===== config.mk =====
export PLATFORM = sky130hd
export DESIGN_NAME = pipe_stage_reg
export DESIGN_NICKNAME = d
export VERILOG_FILES = /design/src/rtl/pipe_stage_reg.sv
export SDC_FILE = /design/constraint.sdc
export NUM_CORES = 1
export LEC_CHECK = 0
export BUFFER_PORTS_ARGS = -buffer_cell sky130_fd_sc_hd__buf_4
export CAP_MARGIN = 10
export CORE_MARGIN = 2
export CORE_UTILIZATION = 55
export CTS_CLUSTER_SIZE = 12
export DETAILED_ROUTE_END_ITERATION = 10
export PLACE_DENSITY = 0.81
export SYNTH_ARGS = -nofsm -noshare
export SYNTH_HDL_FRONTEND = slang
export SYNTH_SLANG_ARGS = --single-unit

===== constraint.sdc =====
create_clock -name clock -period 10.6 [get_ports clock]
set_input_delay 1.59 -clock clock [delete_from_list [all_inputs] [get_ports clock]]
set_output_delay 1.59 -clock clock [all_outputs]
set_load 0.1 [all_outputs]

===== src/rtl/pipe_stage_reg.sv =====
// pipe_stage_reg: flow-controlled pipeline stage register with a two-entry
// skid buffer (main + skid), flush, and a bubble value on out_ctrl when idle.
// in_ready and out_valid come straight from flops, so there is no
// combinational path from out_ready to in_ready.
// Optional feature: define PIPE_STAGE_PERF_EN to build the saturating
// stall_cycles counter; otherwise stall_cycles is tied to zero.
//
// state    | meaning
// ---------+-----------------------------------------------
// ST_EMPTY | no valid beat held, out_valid=0, in_ready=1
// ST_ONE   | main entry valid, out_valid=1, in_ready=1
// ST_FULL  | main and skid valid, out_valid=1, in_ready=0

module pipe_stage_reg #(
    parameter int unsigned        CTRL_W      = 16,
    parameter int unsigned        DATA_W      = 128,
    parameter logic [CTRL_W-1:0]  CTRL_BUBBLE = {CTRL_W{1'b0}}
) (
    input  logic              clock,
    input  logic              reset,
    input  logic              in_valid,
    output logic              in_ready,
    input  logic [CTRL_W-1:0] in_ctrl,
    input  logic [DATA_W-1:0] in_data,
    input  logic              flush,
    output logic              out_valid,
    input  logic              out_ready,
    output logic [CTRL_W-1:0] out_ctrl,
    output logic [DATA_W-1:0] out_data,
    output logic [31:0]       stall_cycles
);

    typedef enum logic [1:0] {
        ST_EMPTY = 2'd0,
        ST_ONE   = 2'd1,
        ST_FULL  = 2'd2
    } state_t;

    state_t            r_state;
    state_t            w_state_nxt;
    logic              r_in_ready;
    logic              r_out_valid;
    logic [CTRL_W-1:0] r_main_ctrl;
    logic [DATA_W-1:0] r_main_data;
    logic [CTRL_W-1:0] r_skid_ctrl;
    logic [DATA_W-1:0] r_skid_data;

    logic w_accept;
    logic w_drain;
    logic w_load_main_in;
    logic w_load_skid;
    logic w_move_skid;

    assign w_accept = in_valid && r_in_ready;
    assign w_drain  = r_out_valid && out_ready;

    // Next-state and entry-load decode; flush overrides everything and
    // suppresses loads so out_data keeps its last value while empty.
    always_comb begin
        w_state_nxt    = r_state;
        w_load_main_in = 1'b0;
        w_load_skid    = 1'b0;
        w_move_skid    = 1'b0;
        if (flush) begin
            w_state_nxt = ST_EMPTY;
        end else begin
            case (r_state)
                ST_EMPTY: begin
                    if (w_accept) begin
                        w_load_main_in = 1'b1;
                        w_state_nxt    = ST_ONE;
                    end
                end
                ST_ONE: begin
                    if (w_accept && w_drain) begin
                        w_load_main_in = 1'b1;
                        w_state_nxt    = ST_ONE;
                    end else if (w_accept) begin
                        w_load_skid = 1'b1;
                        w_state_nxt = ST_FULL;
                    end else if (w_drain) begin
                        w_state_nxt = ST_EMPTY;
                    end
                end
                ST_FULL: begin
                    if (w_drain) begin
                        w_move_skid = 1'b1;
                        w_state_nxt = ST_ONE;
                    end
                end
                default: begin
                    w_state_nxt = ST_EMPTY;
                end
            endcase
        end
    end

    // State register plus the registered handshake outputs derived from it.
    always_ff @(posedge clock or posedge reset) begin
        if (reset) begin
            r_state     <= ST_EMPTY;
            r_in_ready  <= 1'b1;
            r_out_valid <= 1'b0;
        end else begin
            r_state     <= w_state_nxt;
            r_in_ready  <= (w_state_nxt != ST_FULL);
            r_out_valid <= (w_state_nxt != ST_EMPTY);
        end
    end

    // Main entry: loads from the input or from the skid entry.
    always_ff @(posedge clock or posedge reset) begin
        if (reset) begin
            r_main_ctrl <= '0;
            r_main_data <= '0;
        end else if (w_load_main_in) begin
            r_main_ctrl <= in_ctrl;
            r_main_data <= in_data;
        end else if (w_move_skid) begin
            r_main_ctrl <= r_skid_ctrl;
            r_main_data <= r_skid_data;
        end
    end

    // Skid entry: captures the one extra beat accepted while main is stalled.
    always_ff @(posedge clock or posedge reset) begin
        if (reset) begin
            r_skid_ctrl <= '0;
            r_skid_data <= '0;
        end else if (w_load_skid) begin
            r_skid_ctrl <= in_ctrl;
            r_skid_data <= in_data;
        end
    end

    assign in_ready  = r_in_ready;
    assign out_valid = r_out_valid;
    assign out_ctrl  = r_out_valid ? r_main_ctrl : CTRL_BUBBLE;
    assign out_data  = r_main_data;

`ifdef PIPE_STAGE_PERF_EN
    logic [31:0] r_stall_cycles;

    // Count cycles where a beat is offered but downstream refuses it; saturates.
    always_ff @(posedge clock or posedge reset) begin
        if (reset) begin
            r_stall_cycles <= '0;
        end else if (r_out_valid && !out_ready && (r_stall_cycles != 32'hFFFF_FFFF)) begin
            r_stall_cycles <= r_stall_cycles + 32'd1;
        end
    end

    assign stall_cycles = r_stall_cycles;
`else
    assign stall_cycles = 32'd0;
`endif

endmodule


==> results of run 1 <==
-- worst reg2reg max path: stages (launching register included) --
cell                       delay, ns
sky130_fd_sc_hd__dfstp_2        0.60
sky130_fd_sc_hd__nor4bb_4       0.32
sky130_fd_sc_hd__buf_4          0.82
sky130_fd_sc_hd__nand2_8        0.53
sky130_fd_sc_hd__buf_4          0.63
sky130_fd_sc_hd__mux2_1         0.58
-- cells by family after synthesis --
| kind of cell | count (synthesis) |
|---|---|
| compound gates | 440 |
| mux | 144 |
| flops | 292 |
| simple gates | 313 |
| other cells | 1 |
| buf+inv | 179 |
-- path summary, 6_finish.rpt --
kind                            startpoint                to  slack [ns]  depth (start not counted)
min reg2reg                r_skid_data[26]   r_skid_data[26]        0.48                          1
max                                  flush   r_skid_data[28]        6.22                          6
min                        r_skid_data[26]   r_skid_data[26]        0.48                          1
min in group asynchronous            reset  r_skid_data[114]        1.17                          2
max in group asynchronous            reset   r_skid_data[53]        7.99                          3
max reg2reg                       in_ready   r_skid_data[28]        7.01                          5
-- metrics by stage --
stage / worst slack [ns] / hold WS (ns)
detailed placement: 5.743 / 0.4737
finish: 6.216 / 0.4824
floorplan: 0.9492 / 0.4562
CTS: 6.323 / 0.4868
global route: 6.060 / 0.5029
global placement: 5.743 / 0.4677
-- power groups by stage --
stage          Sequential (mW)  Combinational [mW]  Clock (mW)
5_1_grt                   1.67                2.01        1.11
4_1_cts                   1.63                1.92        1.07
3_5_place_dp              1.65                1.92           0
3_3_place_gp              1.63                1.89           0
2_1_floorplan             2.48               0.666           0
6_report                  1.64                1.92        1.06
-- state kept, by name (all words and copies together), names as in the netlist --
signal	count
out_data	128
out_valid	1
r_skid_data	128
in_ready	1
r_main_ctrl	16
r_skid_ctrl	16
r_state	2
-- routing by layer --
metal	vias to the layer above	track usage, %
met3	86	4.420
met4	0	10.71
li1	5249	-
met5	-	0
met1	5711	37.36
met2	505	43.44
-- cells in the final DEF, fill, tap and decap left out, drive strengths merged, types with 2 or more instances in the layout --
master,instances
and2,16
inv,2
nand2,3
o21ai,144
clkbuf,48
nor3,144
nand4b,2
buf,306
dfrtp,291
diode,2
conb,32
a22oi,144
clkinv,3
nor2b,144
a21oi,147
mux2,144
-- cell type report --
cell class | instances | area (sq um)
Fill cell | 1915 | 8020
Sequential cell | 292 | 7308
Multi-Input combinational cell | 929 | 6181
Timing Repair Buffer | 307 | 2323
Clock buffer | 47 | 935.9
Tap cell | 330 | 412.9
Clock inverter | 5 | 52.55
Inverter | 2 | 15.01
Antenna cell | 2 | 5.005
==> out/summary.json, run 1 <==
{
  "outcome": "finished clean",
  "required_time_worst_endpoint_ns": 11.03,
  "wirelength_met1_um": 15350,
  "worst_ir_drop_vdd_mv": 0.2146,
  "avgViaCountPerCell": 6.035,
  "worst_path_max_delay_cell": "sky130_fd_sc_hd__buf_4",
  "number_of_warnings_printed_during_yosys_synthesis": 0,
  "port_buffers": 294,
  "number_of_antenna_violations_at_the_first_check_in_global_routing": 2,
  "dpl_cell_area_sq_um": 16240,
  "cap_viol_max_count": 0,
  "slowest_delay_ns": 0.82,
  "synth_area_in_xor_xnor_pct": 0,
  "cell_seen_most_often_among_critical_path_stages": "sky130_fd_sc_hd__buf_4",
  "final-max-slew-violation-count": 0,
  "cts_buffers": 31,
  "yosys.area_share.simple_pct": 12.65,
  "routed_wirelength_um": 37870,
  "max_slew.worst_pin.slew_ns": 1.209,
  "synth.ff_latch_count": 292,
  "p_switching_mw": 1.987,
  "achievable-frequency_mhz": 228.1,
  "grt_setup_unrepaired": "no",
  "min_period_ns": 4.384,
  "worst_setup_path_start_kind": "input port",
  "crit_arrival_ns": 4.82,
  "synth-seq-area-share_pct": 51.48,
  "ctsResizeCount": 0,
  "slew_headroom_pct": 19.38,
  "grt_first_pass_wirelength_um": 59220,
  "route.vias.total": 11550,
  "finalCritPeriodShare_pct": 41.35,
  "placementRows": 58,
  "numClockSinks": 292,
  "nets": 1712,
  "worst-path-max-fanout": 84,
  "die-height_um": 164.7,
  "drtPass1Iterations": 7,
  "gp_congestion": 0.7883,
  "synth.cells.most_frequent": "sky130_fd_sc_hd__dfrtp_1, sky130_fd_sc_hd__a21oi_1",
  "intPower_mw": 2.624,
  "worst-path-buf-inv": 3,
  "dr.max_layer_used": "met4",
  "cts_buffer_depth": 3,
  "crit_path_cell_trace": "clkbuf_8 -> nor4bb_4 -> buf_4 -> nand2_8 -> buf_4 -> mux2_1",
  "cts_hold_buf": 0,
  "dp_hpwl_um": 21580,
  "sw_frac_of_total_pct": 43.10,
  "area_of_the_placeable_core_sq_um": 25250,
  "drive_gt1_share_pct": 31.67,
  "synth_async_sr_flop_share_pct": 100.0,
  "clock-skew-final_ns": 0.009964,
  "synth_area_sq_um": 14200,
  "synth_fa_ha_area_share_pct": 0,
  "htree_num_levels": 1,
  "chipWidth_um": 164.7,
  "grt-ovfl-total": 0,
  "groute.usage.overall_pct": 27.16,
  "worstSetupEndpointType": "flop",
  "source_to_sink_clock_delay_at_the_later_pin_of_the_worst_skew_pair_ns": 0.55,
  "wl_met2_um": 18270,
  "grt_pass1_vias": 11110,
  "synthMostInstantiatedCell": "sky130_fd_sc_hd__dfrtp_1",
  "clkTransAtPathRegs_ns": 0.06,
  "yosys.cell_types.count": 29,
  "non_filler_cells_final": 1914,
  "cts_root_buf": "sky130_fd_sc_hd__clkbuf_16",
  "synth_enable_flop_cells": 0,
  "tritoncts": "done",
  "post_synth.cell_area_avg_sq_um": 10.37,
  "final-hold-violation-count": 0,
  "share_seq_of_total_power_pct": 35.5,
  "power_frac_comb_pct": 41.6,
  "area_growth_syn_to_layout_pct": 21.40,
  "final_design_area_no_fill_sq_um": 17230,
  "synth_area_in_compound_gates_pct": 18.22,
  "netlist_instances": 1369,
  "final_util_pct": 68.24,
  "io_pins": 327,
  "cpLargestDelayFamily": "buffers and inverters",
  "synth_top_cells_by_area": "sky130_fd_sc_hd__dfrtp_1, sky130_fd_sc_hd__mux2_2, sky130_fd_sc_hd__a22oi_1",
  "maximum_number_of_pins_on_one_net_before_global_route_repair": 170,
  "synth.area.mux_share_pct": 11.42,
  "yosys.area.top_type": "sky130_fd_sc_hd__dfrtp_1",
  "met3WireLength_um": 2809,
  "min_path_type": "reg2reg",
  "cellLeakagePower_nw": 7.281,
  "route.detailed.drc": 0,
  "cellPowerDensity_nw_per_um2": 267.6,
  "place_inst": 1860,
  "area_enclosed_by_the_die_boundary_sq_um": 27110,
  "clkPwrFrac_pct": 22.9,
  "setup_viol": 0,
  "synth-main-ff-cell": "sky130_fd_sc_hd__dfrtp_1",
  "largest_family_of_logic_cells_by_synthesized_area": "compound AO/OA/AOI/OAI gates",
  "ant_nets": 0,
  "first_iter_violations": 1271,
  "cts_setup_buffers": 0,
  "routedWlPerCell_um": 19.78,
  "timing.setup.critical_path_class": "in2reg",
  "start_util_pct": 56.21,
  "report.power.total_mw": 4.611,
  "synth_top_area_share_pct": 51.30,
  "fin_tns_setup_ns": 0
}
No activity file was read; power rests on OpenSTA's default activity.
==> inputs of run 2 (changes only) <==
--- a/config.mk
+++ b/config.mk
@@ -8,10 +8,10 @@
 export BUFFER_PORTS_ARGS = -buffer_cell sky130_fd_sc_hd__buf_4
 export CAP_MARGIN = 10
 export CORE_MARGIN = 2
-export CORE_UTILIZATION = 55
+export CORE_UTILIZATION = 49
 export CTS_CLUSTER_SIZE = 12
 export DETAILED_ROUTE_END_ITERATION = 10
-export PLACE_DENSITY = 0.81
+export PLACE_DENSITY = 0.76
 export SYNTH_ARGS = -nofsm -noshare
 export SYNTH_HDL_FRONTEND = slang
 export SYNTH_SLANG_ARGS = --single-unit
==> constraint.sdc (replaced) <==
create_clock -name clock -period 3.61 [get_ports clock]
set_input_delay 0.5415 -clock clock [delete_from_list [all_inputs] [get_ports clock]]
set_output_delay 0.5415 -clock clock [all_outputs]
set_load 0.1 [all_outputs]
==> run 2 against run 1 <==
Die area grew 12%; first-iteration DRC count decreased by 21%; total power rose to 2.9 times the previous value; combinational power rose to 3.0 times the previous value; via count shrank 0.10%; final area rose by 1.1%; largest power group unchanged; sequential power rose to 2.9 times the previous value; setup slack worse by 5.1 ns; non-clock buffer count rose by 8.
==> out/summary.json, run 2 (synthesis gave the netlist of run 1 again) <==
{
  "area_growth_syn_to_layout_pct": 22.78,
  "dp_hpwl": {"value": 22100, "unit": "um", "change": "+2.4%"},
  "grt_first_pass_wirelength": {"value": 62530, "unit": "um", "change": "+5.6%"},
  "final-hold-violation-count": {"value": 0, "change": "unchanged"},
  "timing.setup.critical_path_class": "reg2out",
  "slew_headroom": {"value": 40.50, "unit": "%", "change": "+21 points"},
  "ant_nets": {"value": 0, "change": "unchanged"},
  "achievable-frequency_mhz": 406.9,
  "source_to_sink_clock_delay_at_the_later_pin_of_the_worst_skew_pair": {"value": 0.55, "unit": "ns", "change": "about the same"},
  "routedWlPerCell": {"value": 19.65, "unit": "um", "change": "-0.68%"},
  "cellPowerDensity": {"value": 776.5, "unit": "nW/um^2", "change": "+190%"},
  "first_iter_violations": {"value": 1008, "change": "-21%"},
  "required_time_worst_endpoint": {"value": 3.07, "unit": "ns", "change": "-7.96 ns"},
  "worst_path_max_delay_cell": "sky130_fd_sc_hd__dfrtp_1",
  "worst-path-max-fanout": {"value": 17, "change": "-80%"},
  "gp_congestion": {"value": 0.7929, "change": "+0.58%"},
  "min_path_type": "in2async",
  "htree_num_levels": {"value": 1, "change": "unchanged"},
  "io_pins": {"value": 327, "change": "unchanged"},
  "layout_common_cells": "sky130_fd_sc_hd__buf_4, sky130_fd_sc_hd__dfrtp_1, sky130_fd_sc_hd__a21oi_1",
  "clkTransAtPathRegs": {"value": 0.06, "unit": "ns", "change": "about the same"},
  "finalCritPeriodShare_pct": 68.08,
  "clock-skew-final": {"value": 0.004624, "unit": "ns", "change": "-0.005340 ns"},
  "cts_setup_buffers": {"value": 0, "change": "unchanged"},
  "outcome": "finished clean",
  "max_slew.worst_pin.slew": {"value": 0.8925, "unit": "ns", "change": "-0.3168 ns"},
  "setup_viol": {"value": 0, "change": "unchanged"},
  "min_period_ns": 2.458,
  "cellLeakagePower": {"value": 7.334, "unit": "nW", "change": "+0.73%"},
  "area_occupied_by_multi_input_gates": {"value": 6181, "unit": "sq um", "change": "unchanged"},
  "drtPass1Iterations": {"value": 5, "change": "-2"},
  "grt_pass1_vias": {"value": 11470, "change": "+3.3%"},
  "cts_hold_buf": {"value": 0, "change": "unchanged"},
  "cap_viol_max_count": {"value": 0, "change": "unchanged"},
  "regArea": {"value": 7308, "unit": "sq um", "change": "unchanged"},
  "slowest_delay": {"value": 0.52, "unit": "ns", "change": "-0.30 ns"},
  "area_enclosed_by_the_die_boundary": {"value": 30350, "unit": "sq um", "change": "+12%"},
  "report.power.total": {"value": 13.53, "unit": "mW", "change": "+190%"},
  "chipWidth": {"value": 174.2, "unit": "um", "change": "+5.8%"},
  "groute.usage.overall": {"value": 25.00, "unit": "%", "change": "-2.2 points"},
  "crit_arrival": {"value": 1.92, "unit": "ns", "change": "-2.90 ns"},
  "cts_buffers": {"value": 31, "change": "unchanged"},
  "worst_setup_path_start_kind": "flop",
  "cell_seen_most_often_among_critical_path_stages": "sky130_fd_sc_hd__buf_4",
  "most_common_library_cell_in_the_layout_ignoring_fill_and_taps": "sky130_fd_sc_hd__buf_4",
  "ctsResizeCount": {"value": 0, "change": "unchanged"},
  "number_of_antenna_violations_at_the_first_check_in_global_routing": {"value": 1, "change": "-1"},
  "grt-ovfl-total": {"value": 0, "change": "unchanged"},
  "final-max-slew-violation-count": {"value": 0, "change": "unchanged"},
  "port_buffers": {"value": 294, "change": "unchanged"},
  "cts_root_buf": "sky130_fd_sc_hd__clkbuf_16",
  "route.vias.total": {"value": 11540, "change": "-0.10%"},
  "maximum_number_of_pins_on_one_net_before_global_route_repair": {"value": 146, "change": "-14%"},
  "route.detailed.drc": {"value": 0, "change": "unchanged"},
  "numClockSinks": {"value": 292, "change": "unchanged"},
  "drive_gt1_share": {"value": 31.85, "unit": "%", "change": "+0.18 points"},
  "tritoncts": "done",
  "crit_path_cell_trace": "buf_4 -> and2_1 -> buf_4",
  "routed_wirelength": {"value": 38850, "unit": "um", "change": "+2.6%"},
  "cts_buffer_depth": {"value": 3, "change": "unchanged"},
  "nFillCells": {"value": 2404, "change": "+26%"},
  "avgViaCountPerCell": {"value": 5.837, "change": "-3.3%"},
  "final_design_area_no_fill": {"value": 17430, "unit": "sq um", "change": "+1.1%"},
  "start_util": {"value": 49.59, "unit": "%", "change": "-6.6 points"},
  "nets": {"value": 1720, "change": "+0.47%"},
  "grt_setup_unrepaired": "no",
  "area_of_the_placeable_core": {"value": 28630, "unit": "sq um", "change": "+13%"},
  "worstSetupEndpointType": "output pin",
  "worst_ir_drop_vdd": {"value": 0.5882, "unit": "mV", "change": "+170%"},
  "dpl_cell_area": {"value": 16450, "unit": "sq um", "change": "+1.3%"},
  "die-height": {"value": 174.2, "unit": "um", "change": "+5.8%"},
  "placementRows": {"value": 62, "change": "+6.9%"}
}
==> run 2: changes by cell type in the layout (fill, tap and decap cells not counted) <==
cell | previous run | this run
sky130_fd_sc_hd__buf_12 | 1 | 8
sky130_fd_sc_hd__clkbuf_1 | 6 | 10
sky130_fd_sc_hd__clkbuf_8 | 11 | 9
sky130_fd_sc_hd__buf_4 | 305 | 306
sky130_fd_sc_hd__clkinvlp_4 | 1 | 2
sky130_fd_sc_hd__diode_2 | 2 | 1
sky130_fd_sc_hd__inv_8 | 1 | 0
==> run 2: routing by layer <==
metal | share of wire (%) | GRT usage [%] | vias up
li1 | - | - | 5254
met1 | 41 | 33.23 | 5779
met2 | 48 | 39.86 | 424
met3 | 7.8 | 6.321 | 82
met4 | 3.5 | 8.964 | 0
met5 | 0 | 0 | -
==> run 2: worst paths after layout <==
kind,from,end,slack [ns],cells past startpoint
worst min register to register,r_skid_data[26],r_skid_data[26],0.48,1
worst max register to register,in_ready,out_data[74],1.26,4
worst max-delay path,out_valid,out_ctrl[7],1.15,3
min in group clock,in_data[26],r_skid_data[26],0.22,2
worst min-delay path,reset,out_data[94],0.15,2
max in group asynchronous,reset,r_main_ctrl[14],2.42,3
==> run 2: cell type report <==
cell class,instances,share of cell area [%]
sequential,292,41.93
multi-input combinational,929,35.46
timing repair buffer,315,14.18
clock buffer,49,5.298
tap,384,2.756
clock inverter,5,0.3015
inverter,2,0.06460
antenna,1,0.01436
==> run 2: power breakdown <==
part           switching (mW)  internal (mW)  total [mW]
clock                    1.29           1.80        3.09
sequential              0.477           4.29        4.77
combinational            4.08           1.60        5.67
total                    5.84           7.69        13.5
==> run 2: worst max-delay path, delay by kind of cell, from the launching register on <==
| kind | cells | cell delay [ns] |
|---|---|---|
| buffers and inverters | 2 | 0.62 |
| AND/OR/NAND/NOR | 1 | 0.21 |
| flip-flops | 1 | 0.52 |
==> run 2: stage by stage <==
stage / TNS (ns) / hold slack [ns] / worst slack (ns) / utilization, % / cells
6_report: 0 / 0.1490 / 1.152 / 60.89 / 1977
5_1_grt: 0 / 0.1751 / 1.066 / 60.89 / 1977
4_1_cts: 0 / 0.1473 / 1.107 / 60.88 / 1976
3_5_place_dp: 0 / 0.4737 / 1.001 / 57.47 / 1922
3_3_place_gp: 0 / 0.4656 / 1.021 / 57.47 / 1922
2_1_floorplan: -234.50 / 0.4562 / -0.8058 / - / 1400
